<file path="src/rtl/gcd_pkg.sv">
// Shared definitions for the round-robin GCD arbiter: FSM encoding, default
// operand width and the round-robin requester search.
package gcd_pkg;

    localparam int W_DEFAULT = 16;

    typedef enum logic [1:0] {
        IDLE = 2'd0,
        RUN  = 2'd1,
        DONE = 2'd2
    } state_t;

    // Search req (up to 8 requesters) starting at last+1, wrapping modulo n.
    // Returns {found, index}; the nearest requester after 'last' wins.
    function automatic logic [3:0] rr_pick(input logic [7:0] req,
                                           input logic [2:0] last,
                                           input logic [3:0] n);
        logic [3:0] r;
        logic [3:0] idx;
        r = 4'b0;
        for (int k = 8; k >= 1; k--) begin
            // last < n and k <= n, so one wrap subtraction is enough
            idx = {1'b0, last} + 4'(k);
            if (idx >= n) idx = idx - n;
            if ((4'(k) <= n) && req[idx[2:0]]) r = {1'b1, idx[2:0]};
        end
        return r;
    endfunction

endpackage

</file>
<file path="src/rtl/gcd_arbiter_engine.sv">
// Subtractive-Euclid GCD engine: one compare/subtract per enabled cycle.
// o_fin flags the terminating check; o_res is updated on that cycle and held.
module gcd_engine #(
    parameter int W = 16
) (
    input  logic         clk,
    input  logic         reset,
    input  logic         i_load,
    input  logic [W-1:0] i_a,
    input  logic [W-1:0] i_b,
    input  logic         i_step_en,
    output logic         o_fin,
    output logic [W-1:0] o_res
);

    logic [W-1:0] r_x;
    logic [W-1:0] r_y;
    logic [W-1:0] r_res;
    logic         w_term;

    // Zero operand or equal operands end the job; zero checks come first so
    // gcd(0,0)=0 and gcd(0,n)=n fall out of the same compare.
    assign w_term = (r_x == '0) || (r_y == '0) || (r_x == r_y);
    assign o_fin  = i_step_en && w_term;
    assign o_res  = r_res;

    // Operand load on grant, then one Euclid step per RUN cycle.
    always_ff @(posedge clk) begin
        if (reset) begin
            r_x   <= '0;
            r_y   <= '0;
            r_res <= '0;
        end else if (i_load) begin
            r_x <= i_a;
            r_y <= i_b;
        end else if (i_step_en) begin
            if (r_x == '0)        r_res <= r_y;
            else if (r_y == '0)   r_res <= r_x;
            else if (r_x == r_y)  r_res <= r_x;
            else if (r_x > r_y)   r_x   <= r_x - r_y;
            else                  r_y   <= r_y - r_x;
        end
    end

endmodule

</file>
<file path="src/rtl/gcd_arbiter.sv">
// Round-robin arbiter sharing one GCD engine among NREQ requesters.
// Optional feature macro GCD_CYCLE_CNT_EN adds a 32-bit 'cycles' output that
// reports the number of RUN cycles the finished job took (saturating).
module gcd_arbiter
    import gcd_pkg::*;
#(
    parameter int NREQ = 4,
    parameter int W    = W_DEFAULT
) (
    input  logic              clk,
    input  logic              reset,
    input  logic [NREQ-1:0]   req,
    input  logic [NREQ*W-1:0] a_in,
    input  logic [NREQ*W-1:0] b_in,
    output logic [NREQ-1:0]   grant,
    output logic [NREQ-1:0]   done,
`ifdef GCD_CYCLE_CNT_EN
    output logic [31:0]       cycles,
`endif
    output logic [W-1:0]      result,
    output logic              busy
);

    state_t          r_state;
    logic [2:0]      r_last;
    logic [2:0]      r_owner;
    logic [NREQ-1:0] r_done;
    logic            r_busy;

    logic [7:0]      w_req8;
    logic [3:0]      w_pick;
    logic            w_load;
    logic            w_fin;
    logic [W-1:0]    w_a;
    logic [W-1:0]    w_b;
    logic [W-1:0]    w_res;

    assign w_req8 = 8'(req);
    assign w_pick = rr_pick(w_req8, r_last, 4'(NREQ));
    // Reset wins over a grant presented in the same cycle
    assign w_load = (r_state == IDLE) && w_pick[3] && !reset;
    assign grant  = w_load ? (NREQ'(1) << w_pick[2:0]) : '0;
    assign w_a    = a_in[w_pick[2:0]*W +: W];
    assign w_b    = b_in[w_pick[2:0]*W +: W];

    assign done   = r_done;
    assign busy   = r_busy;
    assign result = w_res;

    gcd_engine #(.W(W)) u_engine (
        .clk       (clk),
        .reset     (reset),
        .i_load    (w_load),
        .i_a       (w_a),
        .i_b       (w_b),
        .i_step_en (r_state == RUN),
        .o_fin     (w_fin),
        .o_res     (w_res)
    );

    // Job FSM: grant in IDLE, iterate in RUN, pulse done for the owner in DONE.
    always_ff @(posedge clk) begin
        if (reset) begin
            r_state <= IDLE;
            r_last  <= 3'(NREQ - 1);
            r_owner <= '0;
            r_done  <= '0;
            r_busy  <= 1'b0;
        end else begin
            case (r_state)
                IDLE: begin
                    r_done <= '0;
                    if (w_load) begin
                        r_owner <= w_pick[2:0];
                        r_last  <= w_pick[2:0];
                        r_busy  <= 1'b1;
                        r_state <= RUN;
                    end
                end
                RUN: begin
                    if (w_fin) begin
                        r_done  <= NREQ'(1) << r_owner;
                        r_state <= DONE;
                    end
                end
                DONE: begin
                    r_done  <= '0;
                    r_busy  <= 1'b0;
                    r_state <= IDLE;
                end
                default: r_state <= IDLE;
            endcase
        end
    end

`ifdef GCD_CYCLE_CNT_EN
    logic [31:0] r_cnt;
    logic [31:0] r_cycles;
    logic [31:0] w_cnt_inc;

    assign w_cnt_inc = (r_cnt == 32'hFFFF_FFFF) ? r_cnt : r_cnt + 32'd1;
    assign cycles    = r_cycles;

    // Count RUN cycles of the current job; latch the total alongside the result.
    always_ff @(posedge clk) begin
        if (reset) begin
            r_cnt    <= '0;
            r_cycles <= '0;
        end else if (w_load) begin
            r_cnt <= '0;
        end else if (r_state == RUN) begin
            r_cnt <= w_cnt_inc;
            if (w_fin) r_cycles <= w_cnt_inc;
        end
    end
`endif

endmodule

</file>
<file path="config.mk">
export PLATFORM = sky130hd
export DESIGN_NAME = gcd_arbiter
export DESIGN_NICKNAME = d
export VERILOG_FILES = /design/src/rtl/gcd_pkg.sv /design/src/rtl/gcd_arbiter_engine.sv /design/src/rtl/gcd_arbiter.sv
export SDC_FILE = /design/constraint.sdc
export NUM_CORES = 1
export LEC_CHECK = 0
export ABC_AREA = 1
export CAP_MARGIN = 30
export CORE_ASPECT_RATIO = 1.1
export CORE_UTILIZATION = 49
export CTS_CLUSTER_DIAMETER = 30
export DETAILED_ROUTE_END_ITERATION = 7
export MAX_ROUTING_LAYER = met4
export PLACE_DENSITY = 0.8
export SYNTH_ARGS = -nofsm -noshare
export SYNTH_HDL_FRONTEND = slang
export SYNTH_SLANG_ARGS = --single-unit
</file>
<file path="constraint.sdc">
create_clock -name clk -period 3.1 [get_ports clk]
set_clock_uncertainty 0.15 [all_clocks]
set_input_delay 0.62 -clock clk [delete_from_list [all_inputs] [get_ports clk]]
set_output_delay 0.62 -clock clk [all_outputs]
set_load 0.02 [all_outputs]
</file>
# Word-level counts from Yosys, hierarchy flattened
# Cells that the tools add are included.
# Widths: inputs -> output; s select.
[totals] ff_bits=61 out_inout_bits=25 elab_cells=102
[op_classes] addsub=10 n_lt_le_gt_ge=9 n_eq_ne=9 shift=4 n_mux=39 bitwise_logic=1 reduce_logical=22
[ops] cell="$mux 16" n=15
[ops] cell="$shiftx 64x8->16" n=2
[ops] cell="$logic_not 16->1" n=2
[ops] cell="$sub 16x16->16" n=2
[ops] cell="$mux 4" n=6
[ops] cell="$eq 16x16->1" n=1
[ops] cell="$ge 4x3->1 const B" n=4
[ops] cell="$gt 16x16->1" n=1
[ops] cell="$lt 3x4->1 const B" n=4
[ops] cell="$bmux 1 s3" n=4
[ops] cell="$mux 3" n=4
[ops] cell="$ne 2x2->1 const B" n=6
[ops] cell="$sub 3x3->3 const B" n=4
[ops] cell="$reduce_and 5->1" n=2
[ops] cell="$add 3x2->4 const B" n=2
[ops] cell="$pmux 4 s2" n=1
[ops] cell="$reduce_and 2->1" n=4
[ops] cell="$reduce_bool 2->1" n=4
[ops] cell="$shl 1x3->4 const A" n=2
[ops] cell="$mux 1" n=5
[ops] cell="$add 3x1->4 const B" n=1
[ops] cell="$add 3x3->4 const B" n=1
[ops] cell="$mux 2" n=2
[ops] cell="$pmux 2 s2" n=1
[ops] cell="11 further kinds" n=14

# Logic depth before layout (Yosys ltp)
[depth] depth_word=13 depth_mapped=19

# Hierarchy
# Synthesis repeated with hierarchy kept, for this count alone.
[unflattened] cells_unflattened=1122 area_unflattened_um2=6318.6
[modules_own_cells] module="gcd_engine" instances=1 cells_per_inst=688 area_each_um2=4242.8 seq_area_each_um2=960.9
[modules_own_cells] module="gcd_arbiter" instances=1 cells_per_inst=434 area_each_um2=2075.7 seq_area_each_um2=240.2

# Worst setup path after synthesis
# OpenSTA, ideal clock, no wires.
[synth_timing] path_type="register to output" startpoint="reg r_last[0]" endpoint="out grant[0]" arrival_time_ps=2249 required_ps=2330 slack_ps=81 stages_incl_launch_ff=13 path_buffers=2 path_cell_list="dfxtp_1 -> inv_2 -> ha_1 -> inv_1 -> nand3_1 -> nand3_1 -> o21ai_0 -> nand2_1 -> nand2_1 -> nand2_1 -> buf_4 -> buf_2 -> nor3_1"
[synth_via] elab_chain_len=12 word_cells_on_any_way=32 cone_classes="8 x add/sub; 4 x order compare; 1 x shift; 17 x mux; 2 x reduce/logical"
[synth_rtl] element="from (decl)" line_no="gcd_arbiter.sv:25" rtl="logic [2:0] r_last;"
[synth_rtl] element="from (signal assigned)" line_no="gcd_arbiter.sv:65" rtl="r_last <= 3'(NREQ - 1);"
[synth_rtl] element="from (signal assigned)" line_no="gcd_arbiter.sv:75" rtl="r_last <= w_pick[2:0];"
[synth_rtl] element="$add 3x3->4" line_no="gcd_pkg.sv:23" rtl="idx = {1'b0, last} + 4'(k);"
[synth_rtl] element="$ge 4x3->1 or $sub 3x3->3 (tied branches)" line_no="gcd_pkg.sv:24" rtl="if (idx >= n) idx = idx - n;"
[synth_rtl] element="$mux 3" line_no="gcd_pkg.sv:24"
[synth_rtl] element="$bmux 1 s3" line_no="gcd_pkg.sv:25" rtl="if ((4'(k) <= n) && req[idx[2:0]]) r = {1'b1, idx[2:0]};"
[synth_rtl] element="$mux 1 (implied by the code)" line_no="gcd_pkg.sv:25"
[synth_rtl] element="$mux 4 (3 in a row)" line_no="gcd_pkg.sv:25"
[synth_rtl] element="$mux 4 (*)" line_no="gcd_pkg.sv:25"
[synth_rtl] element="$logic_and 1x1->1 (2 in a row)" line_no="gcd_arbiter.sv:41" rtl="assign w_load = (r_state == IDLE) && w_pick[3] && !reset;"
[synth_rtl] element="$mux 4 (*)" line_no="gcd_arbiter.sv:42" rtl="assign grant = w_load ? (NREQ'(1) << w_pick[2:0]) : '0;"
[synth_rtl] element="to (decl)" line_no="gcd_arbiter.sv:15" rtl="output logic [NREQ-1:0] grant,"
# Mark *: on every way between the ends. The rest lies on a longest branch, timed or not. The select of a mux whose other input is x is not followed.

# Worst setup path after layout
[layout_timing] startpoint="in req[2]" endpoint="out grant[2]"
[layout_via] elab_chain_len=9 word_cells_on_any_way=16 cone_classes="1 x shift; 13 x mux; 2 x reduce/logical"
[layout_rtl] element="from (decl)" line_no="gcd_arbiter.sv:12" rtl="input logic [NREQ-1:0] req,"
[layout_rtl] element="$bmux 1 s3" line_no="gcd_pkg.sv:25"
[layout_rtl] element="$mux 1 (implied by the code)" line_no="gcd_pkg.sv:25"
[layout_rtl] element="$mux 4 (3 in a row)" line_no="gcd_pkg.sv:25"
[layout_rtl] element="$mux 4 (*)" line_no="gcd_pkg.sv:25"
[layout_rtl] element="$logic_and 1x1->1 (2 in a row)" line_no="gcd_arbiter.sv:41"
[layout_rtl] element="$mux 4 (*)" line_no="gcd_arbiter.sv:42"
# Marked as above.

==> flow_summary_export.csv <==
group,metric,value,unit
finish,final_area,0.00775,mm^2
place,pre_cts_slack,-0.267,ns
sta,finalCriticalPeriod,2.98,ns
sta,slew-limit-headroom,0.657,
cts,clkTransAtPathRegs,0.06,ns
finish,layout.nets,1308,
sta,rsz0062_at_grt,"no",
synth,syn_nets,1142,
power,power,0.00926,W
grt,antenna_found_initial,0,
setup_path,cp_data_arrival_time,2.21,ns
cts,numCtsBuffers,9,
routing,wl_per_cell,14.7,um
synth,syn-instance-count,973,
floorplan,dieArea,0.0119,mm^2
routing,wl,18.9,mm
power,combPwrFrac,0.768,
synth,yosys-top-cells-area,"nand2_1 (23%), dfxtp_1 (21%), nand3_1 (10%), ha_1 (7.3%), inv_1 (6.0%)",
floorplan,io_pins,159,
cts,clockBufferDepth,2,
sta,hold_viol_final,0,
sta,finalSetupViolCount,0,
cts,clk_latency,0.34,ns
setup_path,crit_path_start_kind,"primary input",
power,p_sw,0.00517,W
synth,yosysTopAreaCellShare,0.230,
setup_path,endpoint_kind,"primary output",
sta,tightest_slew,0.513,ns
synth,synth_fa_ha_area_frac,0.0806,
power,irDropWorstVdd,0.752,mV
synth,async_flop_share,0,
routing,ant_nets,0,
min_path,hold_start,"busy$_SDFFE_PP0P_",
synth,synth_edf_count,0,
power,power_density,1190,mW/mm^2
sta,report.final.slew_viol_count,0,
cts,htreeDepth,3,
setup_path,critPathLaunch,"req[2]",
routing,drt-initial-drc-count,487,
synth,netlist_top_cells_count,"nand2_1 (344), nand3_1 (117), inv_1 (90)",
place,place_area,0.00745,mm^2
synth,yosys.area_share.simple,0.424,
synth,synth_compound_area_frac,0.137,
sta,worst_slack,0.121,ns
synth,synth.cell_area,0.00562,mm^2
routing,vias,6816,
grt,globalRouteTotalUtil,0.333,
floorplan,start_util,0.508,
cts,clock-sinks,60,
synth,synthFlopType,"dfxtp_1",
finish,diodes,0,
synth,synth_area_leader_cell,"nand2_1",
floorplan,die_w,104,um
grt,grt_pass1_wl,30.2,mm
finish,drive_above_1_share,0.0804,
outcome,outcome,"finished, final reports clean",
place,place_hpwl,15.3,mm
power,power_frac_clock,0.100,
finish,area_delta_synth_final,38.0,%
sta,fmax,336,MHz
synth,yosys.cell_types.count,35,
power,power_leakage,3.69,nW
power,switching_share,0.558,
cts,root_buffer,"clkbuf_16",
setup_path,r2r-start,"u_engine.r_y[14]$_SDFFE_PP0P_",
run,maxCapViolCount,0,
setup_path,crit_type,"in2out",
floorplan,core_area,0.0111,mm^2
power,p_int,0.00409,W
sta,hold_slack,0.334,ns
grt,overflow,0,
sta,period_share,0.961,
synth,yosys_warnings,0,
synth,avgSynthCellArea,5.78,um^2
grt,grt_max_degree,40,
synth,yosysMostFrequentCell,"nand2_1",
power,seqPwrFrac,0.132,
synth,synth_top_family_by_area,"simple AND/OR/NAND/NOR gates",
place,port_buffers,158,
min_path,hp-class,"reg2reg",
routing,route.detailed.drc,0,
synth,synth_seq_cells,60,
floorplan,fp.dieH,114,um
cts,cts_tree,"done",
setup_path,critPathMaxFanout,4,
place,place.gp.congestion,1.04,
floorplan,fp-row-count,40,
cts,cts_hold_buf,0,
setup_path,required,2.33,ns
finish,fin_util,0.701,
synth,seq_area_frac_synth,0.214,
routing,viasPerCell,5.28,
synth,synth-xor-area-share,0.0327,
synth,synth_mux_area_frac,0,
grt,grt_pass1_vias,6277,
routing,drt_first_pass_iters,5,
sequential cells by signal (all words and copies together) (netlist names):
register	flops
done	4
u_engine.r_y	16
busy	1
r_last	3
r_state	2
r_owner	2
u_engine.o_res	16
u_engine.r_x	16
path summary, 6_finish.rpt:
| kind | endpoint | slack (ns) | depth (start not counted) |
|---|---|---|---|
| hold / removal | busy$_SDFFE_PP0P_ | 0.33 | 2 |
| hold reg to reg | busy$_SDFFE_PP0P_ | 0.33 | 2 |
| setup / recovery | grant[2] | 0.12 | 12 |
| setup reg to reg | u_engine.r_x[10]$_SDFFE_PP0P_ | 0.27 | 14 |
per-layer routing:
metal | wire [um] | GRT usage | vias to the layer above | part of all wire
met5 | 0 | - | - | 0
met2 | 8440 | 0.521 | 307 | 0.45
li1 | - | - | 3470 | -
met3 | 1640 | 0.0552 | 40 | 0.087
met1 | 8230 | 0.428 | 2999 | 0.43
met4 | 626 | 0.138 | 0 | 0.033
critical path, stage by stage:
cell and delay [ns]:
clkdlybuf4s50_1 0.48, nand2_1 0.08, nand3_1 0.11, inv_1 0.04
nor2_1 0.13, nor2_1 0.05, nand3_1 0.06, nand2_1 0.12
inv_2 0.10, nand2_1 0.07, nor2_1 0.09, clkdlybuf4s15_2 0.26
repair_timing:
action	in CTS	in global routing
setup endpoints to repair	4	10
resized for setup	11	8
buffers inserted	0	0
cell families (layout without fill, tap and decap cells):
group,after synthesis,in the layout
flops,60,60
buf+inv,145,316
fa+ha+maj,35,35
compound gates,138,138
xor+xnor,21,21
simple gates,574,574
power groups by stage:
stage                     clock network (W)  registers [W]  logic [W]
final                              0.000929        0.00122    0.00711
after global routing               0.000971        0.00124    0.00795
after CTS                          0.000939        0.00121    0.00700
after detailed placement                  0        0.00122    0.00694
after global placement                    0        0.00121    0.00694
after floorplan                           0        0.00123    0.00502
final cells by class:
| class | count | area [um^2] |
|---|---|---|
| tap | 147 | 184 |
| clock inverter | 5 | 36.3 |
| sequential | 60 | 1200 |
| timing repair buffer | 201 | 1910 |
| clock buffer | 11 | 243 |
| fill | 1005 | 3310 |
| inverter | 99 | 372 |
| multi-input combinational | 768 | 3810 |
stage by stage:
step | setup TNS [ns] | std cells
finish | 0 | 1291
global placement | -0.881 | 1274
CTS | 0 | 1290
detailed placement | -1.14 | 1274
global route | 0 | 1291
floorplan | 0 | 973
layout by cell type, fill, tap and decap left out, types with 4 or more instances in the layout:
cell type / instances
a21oi_1: 47
a21oi_2: 4
a31oi_1: 16
buf_4: 42
clkbuf_16: 9
clkdlybuf4s50_1: 154
dfxtp_1: 59
ha_1: 32
inv_1: 89
inv_2: 10
nand2_1: 343
nand2_2: 7
nand3_1: 117
nand4_1: 11
nor2_1: 77
nor3_1: 9
o211ai_1: 10
o21ai_0: 52
xor2_1: 18
Power figures use the tool's default switching activity.
